===== src/rtl/serial_to_parallel_demux_pkg.sv =====
// Shared constants for the serial-to-parallel demux: slot width derivation, reset values, frame length.
// Frame length grows by one parity bit when PARITY_EN is defined.
package serial_to_parallel_demux_pkg;

    localparam int DEF_WIDTH = 8;

`ifdef PARITY_EN
    localparam int PARITY_BITS = 1;
`else
    localparam int PARITY_BITS = 0;
`endif

    localparam logic RST_IN_READY  = 1'b1;
    localparam logic RST_OUT_VALID = 1'b0;
    localparam logic RST_OUT_PERR  = 1'b0;

    function automatic int sel_w(input int width);
        return $clog2(width);
    endfunction

    // Bits per frame on the serial link, including the optional parity bit.
    function automatic int frame_len(input int width);
        return width + PARITY_BITS;
    endfunction

endpackage


===== src/rtl/serial_to_parallel_demux_bit_slot_demux.sv =====
// Combinational 1-to-WIDTH slot decoder: steers one serial bit into a set or clear
// enable for the selected slot of the assembly register.
module bit_slot_demux #(
    parameter int WIDTH = 8,
    localparam int SEL_W = $clog2(WIDTH)
) (
    input  logic             en,
    input  logic [SEL_W-1:0] sel,
    input  logic             din,
    output logic [WIDTH-1:0] set_en,
    output logic [WIDTH-1:0] clr_en
);

    always_comb begin
        set_en = '0;
        clr_en = '0;
        for (int i = 0; i < WIDTH; i++) begin
            if (en && (sel == SEL_W'(i))) begin
                set_en[i] = din;
                clr_en[i] = !din;
            end
        end
    end

endmodule


===== src/rtl/serial_to_parallel_demux.sv =====
// Serial bit stream -> WIDTH-bit words, LSB first, with one word of output buffering.
// Optional PARITY_EN macro adds an even-parity bit per frame and drives out_perr.
import serial_to_parallel_demux_pkg::*;

module serial_to_parallel_demux #(
    parameter int WIDTH = DEF_WIDTH,
    localparam int SEL_W = sel_w(WIDTH)
) (
    input  logic             clk,
    input  logic             rst,
    input  logic             flush,
    input  logic             in_valid,
    input  logic             in_bit,
    output logic             in_ready,
    output logic [WIDTH-1:0] out_data,
    output logic             out_valid,
    input  logic             out_ready,
    output logic [SEL_W-1:0] slot,
    output logic             out_perr
);

    // Handshake: a transfer happens on a rising edge where valid & ready are both high;
    // valid never waits on ready, and the data under a raised valid stays stable until taken.

    localparam int CNT_W = SEL_W + PARITY_BITS;
    localparam int FRAME = frame_len(WIDTH);
    localparam logic [CNT_W-1:0] LAST = CNT_W'(FRAME - 1);

    logic [CNT_W-1:0] cnt_q;
    logic [WIDTH-1:0] asm_q;
    logic [WIDTH-1:0] asm_next;
    logic [WIDTH-1:0] set_en;
    logic [WIDTH-1:0] clr_en;
    logic             at_last;
    logic             accept;
    logic             complete;
    logic             retire;
    logic             data_en;

    always_comb begin
        at_last  = (cnt_q == LAST);
        // Only the completing bit can stall, and only when the buffered word is not leaving.
        in_ready = !(at_last && out_valid && !out_ready);
        accept   = in_valid && in_ready && !flush;
        complete = accept && at_last;
        retire   = out_valid && out_ready;
`ifdef PARITY_EN
        data_en  = accept && !cnt_q[SEL_W];
`else
        data_en  = accept;
`endif
        asm_next = (asm_q & ~clr_en) | set_en;
    end

    bit_slot_demux #(.WIDTH(WIDTH)) u_demux (
        .en     (data_en),
        .sel    (cnt_q[SEL_W-1:0]),
        .din    (in_bit),
        .set_en (set_en),
        .clr_en (clr_en)
    );

    always_ff @(posedge clk) begin
        if (rst) begin
            cnt_q     <= '0;
            asm_q     <= '0;
            out_data  <= '0;
            out_valid <= RST_OUT_VALID;
        end else begin
            if (flush) begin
                cnt_q <= '0;
                asm_q <= '0;
            end else if (accept) begin
                if (at_last) begin
                    cnt_q <= '0;
                    asm_q <= '0;
                end else begin
                    cnt_q <= cnt_q + CNT_W'(1);
                    asm_q <= asm_next;
                end
            end

            // A completing word may replace a retiring one in the same cycle.
            if (complete) begin
                out_data  <= asm_next;
                out_valid <= 1'b1;
            end else if (retire) begin
                out_valid <= 1'b0;
            end
        end
    end

`ifdef PARITY_EN
    logic perr_q;

    always_ff @(posedge clk) begin
        if (rst) begin
            perr_q <= RST_OUT_PERR;
        end else if (complete) begin
            perr_q <= ^{asm_next, in_bit};
        end
    end

    assign out_perr = perr_q;
`else
    assign out_perr = RST_OUT_PERR;
`endif

    assign slot = cnt_q[SEL_W-1:0];

endmodule


===== config.mk =====
export PLATFORM = sky130hd
export DESIGN_NAME = serial_to_parallel_demux
export DESIGN_NICKNAME = d
export VERILOG_FILES = /design/src/rtl/serial_to_parallel_demux_pkg.sv /design/src/rtl/serial_to_parallel_demux_bit_slot_demux.sv /design/src/rtl/serial_to_parallel_demux.sv
export SDC_FILE = /design/constraint.sdc
export NUM_CORES = 1
export LEC_CHECK = 0
export ABC_CLOCK_PERIOD_IN_PS = 1800
export CORE_UTILIZATION = 55
export CTS_BUF_LIST = sky130_fd_sc_hd__clkbuf_2
export CTS_CLUSTER_SIZE = 28
export DETAILED_ROUTE_END_ITERATION = 6
export GPL_TIMING_DRIVEN = 0
export PLACE_DENSITY = 0.8
export SYNTH_ARGS = -nofsm -noshare
export SYNTH_HDL_FRONTEND = slang
export SYNTH_SLANG_ARGS = --single-unit

===== constraint.sdc =====
create_clock -name clk -period 1.8 [get_ports clk]
set_clock_uncertainty 0.05 [all_clocks]
set_input_delay 0.45 -clock clk [delete_from_list [all_inputs] [get_ports clk]]
set_output_delay 0.45 -clock clk [all_outputs]
set_load 0.02 [all_outputs]

# Word level (Yosys, flattened, before mapping)
# Index checks and enable logic that the tools add are counted.
classes:
  n_addsub: 1
  n_reduce_logical: 20
  mux: 20
  n_eq_ne: 7
  n_bitwise: 3
op_table:
  columns: ["cell", "count"]
  rows:
  - ["$mux W1", 18]
  - ["$logic_and A1 B1 Y1", 13]
  - ["$eq A3 B3 Y1 const B", 4]
  - ["$and A8 B8 Y8", 1]
  - ["$mux W8", 1]
  - ["$not A8 Y8", 1]
  - ["$or A8 B8 Y8", 1]
  - ["$eq A3 B2 Y1 const B", 2]
  - ["$logic_not A1 Y1", 4]
  - ["$add A3 B1 Y3 const B", 1]
  - ["$eq A3 B1 Y1 const B", 1]
  - ["$logic_not A3 Y1", 1]
  - ["$mux W3", 1]
  - ["$reduce_bool A2 Y1", 1]
  - ["$reduce_or A2 Y1", 1]
totals:
  input_bits: 6
  elab_cells: 55
  regBits: 20

# Longest topological paths before layout
logic_depth:
  depth_word: 12
  depth_mapped: 7
  depth_no_buf: 6

# Cells and area by module
# From an unflattened synthesis, not the netlist that was laid out.
hier_totals:
  cells_unflattened: 122
  hier_area_um2: 1082.3
by_module_without_submodules:
  columns: ["mod", "area_per_inst_um2", "cells_per_inst", "instances"]
  rows:
  - ["serial_to_parallel_demux", 962.2, 99, 1]
  - ["bit_slot_demux", 120.1, 23, 1]

# Least setup slack after synthesis
# Ideal clock, no wire load.
synth_path:
  path_kind: "register to output"
  start: "reg cnt_q[1], in the netlist slot[1]"
  end: "out in_ready"
  stages_incl_launch_ff: 6
  n_path_buf: 1
  arrival_ps: 1380
  path_slack_ps: -80
  path_cell_list: "dfxtp_1 ha_1 ha_1 and3b_4 inv_4 buf_6"
synth_via:
  elab_chain_len: 4
synth_rtl:
  columns: ["item", "line", "text"]
  rows:
  - ["start: declaration", "serial_to_parallel_demux.sv:29", "logic [CNT_W-1:0] cnt_q;"]
  - ["start signal: assignment", "serial_to_parallel_demux.sv:78", "cnt_q <= cnt_q + CNT_W'(1);"]
  - ["$eq A3 B3 Y1", "serial_to_parallel_demux.sv:41", "at_last = (cnt_q == LAST);"]
  - ["$logic_and A1 B1 Y1 (2 in a row)", "serial_to_parallel_demux.sv:43", "in_ready = !(at_last && out_valid && !out_ready);"]
  - ["$logic_not A1 Y1", "serial_to_parallel_demux.sv:43", null]
  - ["end: declaration", "serial_to_parallel_demux.sv:14", "output logic in_ready,"]
# Every way passes these cells.

# Worst setup path in the final report
# Ends and elaborated chain as after synthesis.

==> impl_metrics.json <==
{
  "status": "complete, but fails checks",
  "violations": "setup timing",
  "final_util_pct": 74.43,
  "grt_pass1_wl_um": 5802,
  "antenna_found_initial": 0,
  "fin_crit_ps": 1895,
  "grt-ovfl-total": 0,
  "fin_crit_sh_pct": 105.3,
  "area_growth_pct": 26.66,
  "coreArea_um2": 2212,
  "critPathCaptureType": "output port",
  "cts_sinks": 19,
  "io_pins": 20,
  "cp.arrival_ps": 1400,
  "h-tree-depth": 1,
  "hold_class": "input pin to flip-flop",
  "die_y_um": 50.62,
  "grt_pass1_vias": 1207,
  "fmax_mhz": 527.6,
  "slew_violations": 0,
  "dp_cells": 190,
  "synth_nets": 157,
  "drc": 0,
  "clk_pin_slew_ps": 190,
  "cp_slowest_cell": "dfxtp_2",
  "numPortBuffers": 17,
  "avgSynthCellArea_um2": 8.965,
  "cts_root_buf": "clkbuf_2",
  "clockBufferDepth": 2,
  "fin_nets": 184,
  "tightest_slew_ps": 552.5,
  "slew_headroom_pct": 63.17,
  "worst_slack_ps": -95.31,
  "reg2reg_from": "slot[1]$_SDFFE_PP0N_",
  "die-area_um2": 2562,
  "slowest_delay_ps": 390,
  "crit_path_frequent_cell": "ha_4",
  "clkLatencyLatePin_ps": 320,
  "worst-setup-path-type": "flip-flop to output port",
  "wl_um": 3615,
  "numCtsBuffers": 3,
  "n_antenna_cell": 0,
  "startpoint": "slot[1]$_SDFFE_PP0N_",
  "layout_common_cells": "dfxtp_1 (16), buf_4 (13), dlygate4sd2_1 (12)",
  "setup_viol": 1,
  "initial_utilization_pct": 58.77,
  "cap_violations": 0,
  "reg2reg_depth": 7,
  "drt_pass1_iterations": 4,
  "routabilityCongestion": 0.8823,
  "wl_per_cell_um": 18.17,
  "synthesis.area_um2": 1300,
  "synth-seq-cells": 19,
  "seq_area_frac_synth_pct": 29.26,
  "rsz0062_at_grt": "yes",
  "row_count": 17,
  "whs_path_depth": 3,
  "routed_via_density": 6.447,
  "vias": 1283,
  "drive_gt1_share_pct": 28.07,
  "irDropWorstVdd_mv": 0.3189,
  "hpwl_um": 2402,
  "worstPathRequired_ps": 1300,
  "synth_cell_types": 33,
  "power_leakage_nw": 0.5991,
  "die_x_um": 50.62,
  "layout_commonest_cell": "dfxtp_1",
  "tritoncts": "done",
  "stdcell_count": 199,
  "syn_inst": 145,
  "yosys_warnings": 0,
  "ant_nets": 0,
  "num-fill-cells": 174,
  "cp_cell_sequence": "ha_4 -> ha_4 -> and3b_4 -> inv_8 -> buf_6",
  "grt_max_degree": 16,
  "drt-initial-drc-count": 41,
  "grtUsageTotal_pct": 31.02,
  "cp_max_fo": 2,
  "pwr_density_cell_nw_per_um2": 446.6,
  "cp-start-kind": "flip-flop",
  "hold_start": "in_bit",
  "hold_viol": 0
}
synthesized netlist by cell type:
| master | instances | area (um^2) |
|---|---|---|
| buf_4 | 8 | 60.06 |
| inv_4 | 1 | 6.260 |
| nor4b_4 | 1 | 23.77 |
| buf_6 | 6 | 67.56 |
| ha_1 | 6 | 75.07 |
| o211ai_1 | 6 | 45.04 |
| and3b_4 | 1 | 12.51 |
| or2b_1 | 2 | 15.01 |
| nand3_1 | 4 | 20.02 |
| and4b_1 | 3 | 30.03 |
| conb_1 | 1 | 3.750 |
| mux2_2 | 1 | 11.26 |
| nand2_1 | 10 | 37.54 |
| nor3_1 | 1 | 5.000 |
| and4bb_1 | 3 | 37.54 |
| a21oi_1 | 5 | 25.02 |
| clkinv_1 | 1 | 3.750 |
| a2111oi_1 | 6 | 60.06 |
| o311ai_1 | 6 | 52.55 |
| nor2b_4 | 2 | 27.53 |
| nand4_1 | 7 | 43.79 |
| o21ai_2 | 1 | 8.760 |
| nor4_1 | 13 | 81.33 |
| or2_2 | 1 | 6.260 |
| inv_1 | 10 | 37.54 |
| o21ai_0 | 4 | 20.02 |
| clkbuf_1 | 1 | 3.750 |
| nand2b_1 | 4 | 25.02 |
| a311oi_2 | 1 | 15.01 |
| dfxtp_1 | 19 | 380.4 |
| nor2_1 | 2 | 7.510 |
| o31ai_1 | 1 | 7.510 |
| a31oi_1 | 7 | 43.79 |
final timing paths:
check	endpoint	slack (ps)
min reg2reg	out_data[7]$_SDFFE_PP0P_	430
max reg2reg	out_data[5]$_SDFFE_PP0P_	20
min	out_data[7]$_SDFFE_PP0P_	400
max	in_ready	-100
sequential cells by signal (all words and copies together) (netlist names):
name	count
out_data	8
out_valid	1
asm_q	7
slot	3
what timing repair did:
item / 4_1_cts / 5_1_grt
setup buffers: 5 / 1
resized for setup: 25 / 12
pin swaps: 1 / 2
hold buffers: 0 / 0
setup endpoints to repair: 25 / 13
per-layer routing:
layer  track usage (%)  wire length (um)  vias to the layer above
met5                 0                 0                        -
met2             53.56              1813                       65
met3             3.939               215                       12
met1             38.17              1486                      597
met4             13.43                99                        0
li1                  -                 -                      609
worst max-delay path: cells and delay by family (launching register included):
| family | cells | cell delay [ps] |
|---|---|---|
| flip-flops | 1 | 390 |
| adder cells (fa/ha/maj) | 2 | 280 |
| AND/OR/NAND/NOR | 1 | 240 |
| buffers and inverters | 2 | 160 |
layout make-up:
type                            count  area (um^2)  area share, %
Timing Repair Buffer               23        203.9          12.39
Clock buffer                        4        20.02          1.216
Inverter                           12        56.30          3.419
Multi-Input combinational cell     99        823.3          50.00
Buffer                             14        123.9          7.523
Tap cell                           28        35.03          2.128
Sequential cell                    19        384.1          23.33
kinds of logic after synthesis:
| logic type | after synthesis | synth area share [%] |
|---|---|---|
| AO/OA/AOI/OAI | 37 | 21.37 |
| flip-flops | 19 | 29.26 |
| AND/OR/NAND/NOR | 54 | 28.68 |
| other | 1 | 0.2885 |
| buffers and inverters | 27 | 13.76 |
| multiplexers | 1 | 0.8662 |
| adder cells (fa/ha/maj) | 6 | 5.775 |
where the power goes:
group | switching, mW | leakage, nW | internal [mW]
sequential | 0.00320 | 0.155 | 0.424
combinational | 0.0637 | 0.428 | 0.0434
clock | 0.142 | 0.0166 | 0.0588
total | 0.209 | 0.599 | 0.526
stage by stage:
stage | setup TNS, ps | instance area, um^2 | total power [mW] | setup WS [ps] | hold WS [ps]
floorplan | 0 | 1303 | 0.5013 | 28.09 | 383.5
global placement | -2976 | 1508 | 0.5317 | -773.0 | 407.1
detailed placement | -3305 | 1508 | 0.5332 | -768.5 | 417.7
CTS | -97.24 | 1572 | 0.7344 | -97.24 | 388.7
global route | -158.2 | 1647 | 0.7618 | -141.0 | 412.8
finish | -95.31 | 1647 | 0.7354 | -95.31 | 404.1
Note: power is estimated with default switching activity, not from simulation.
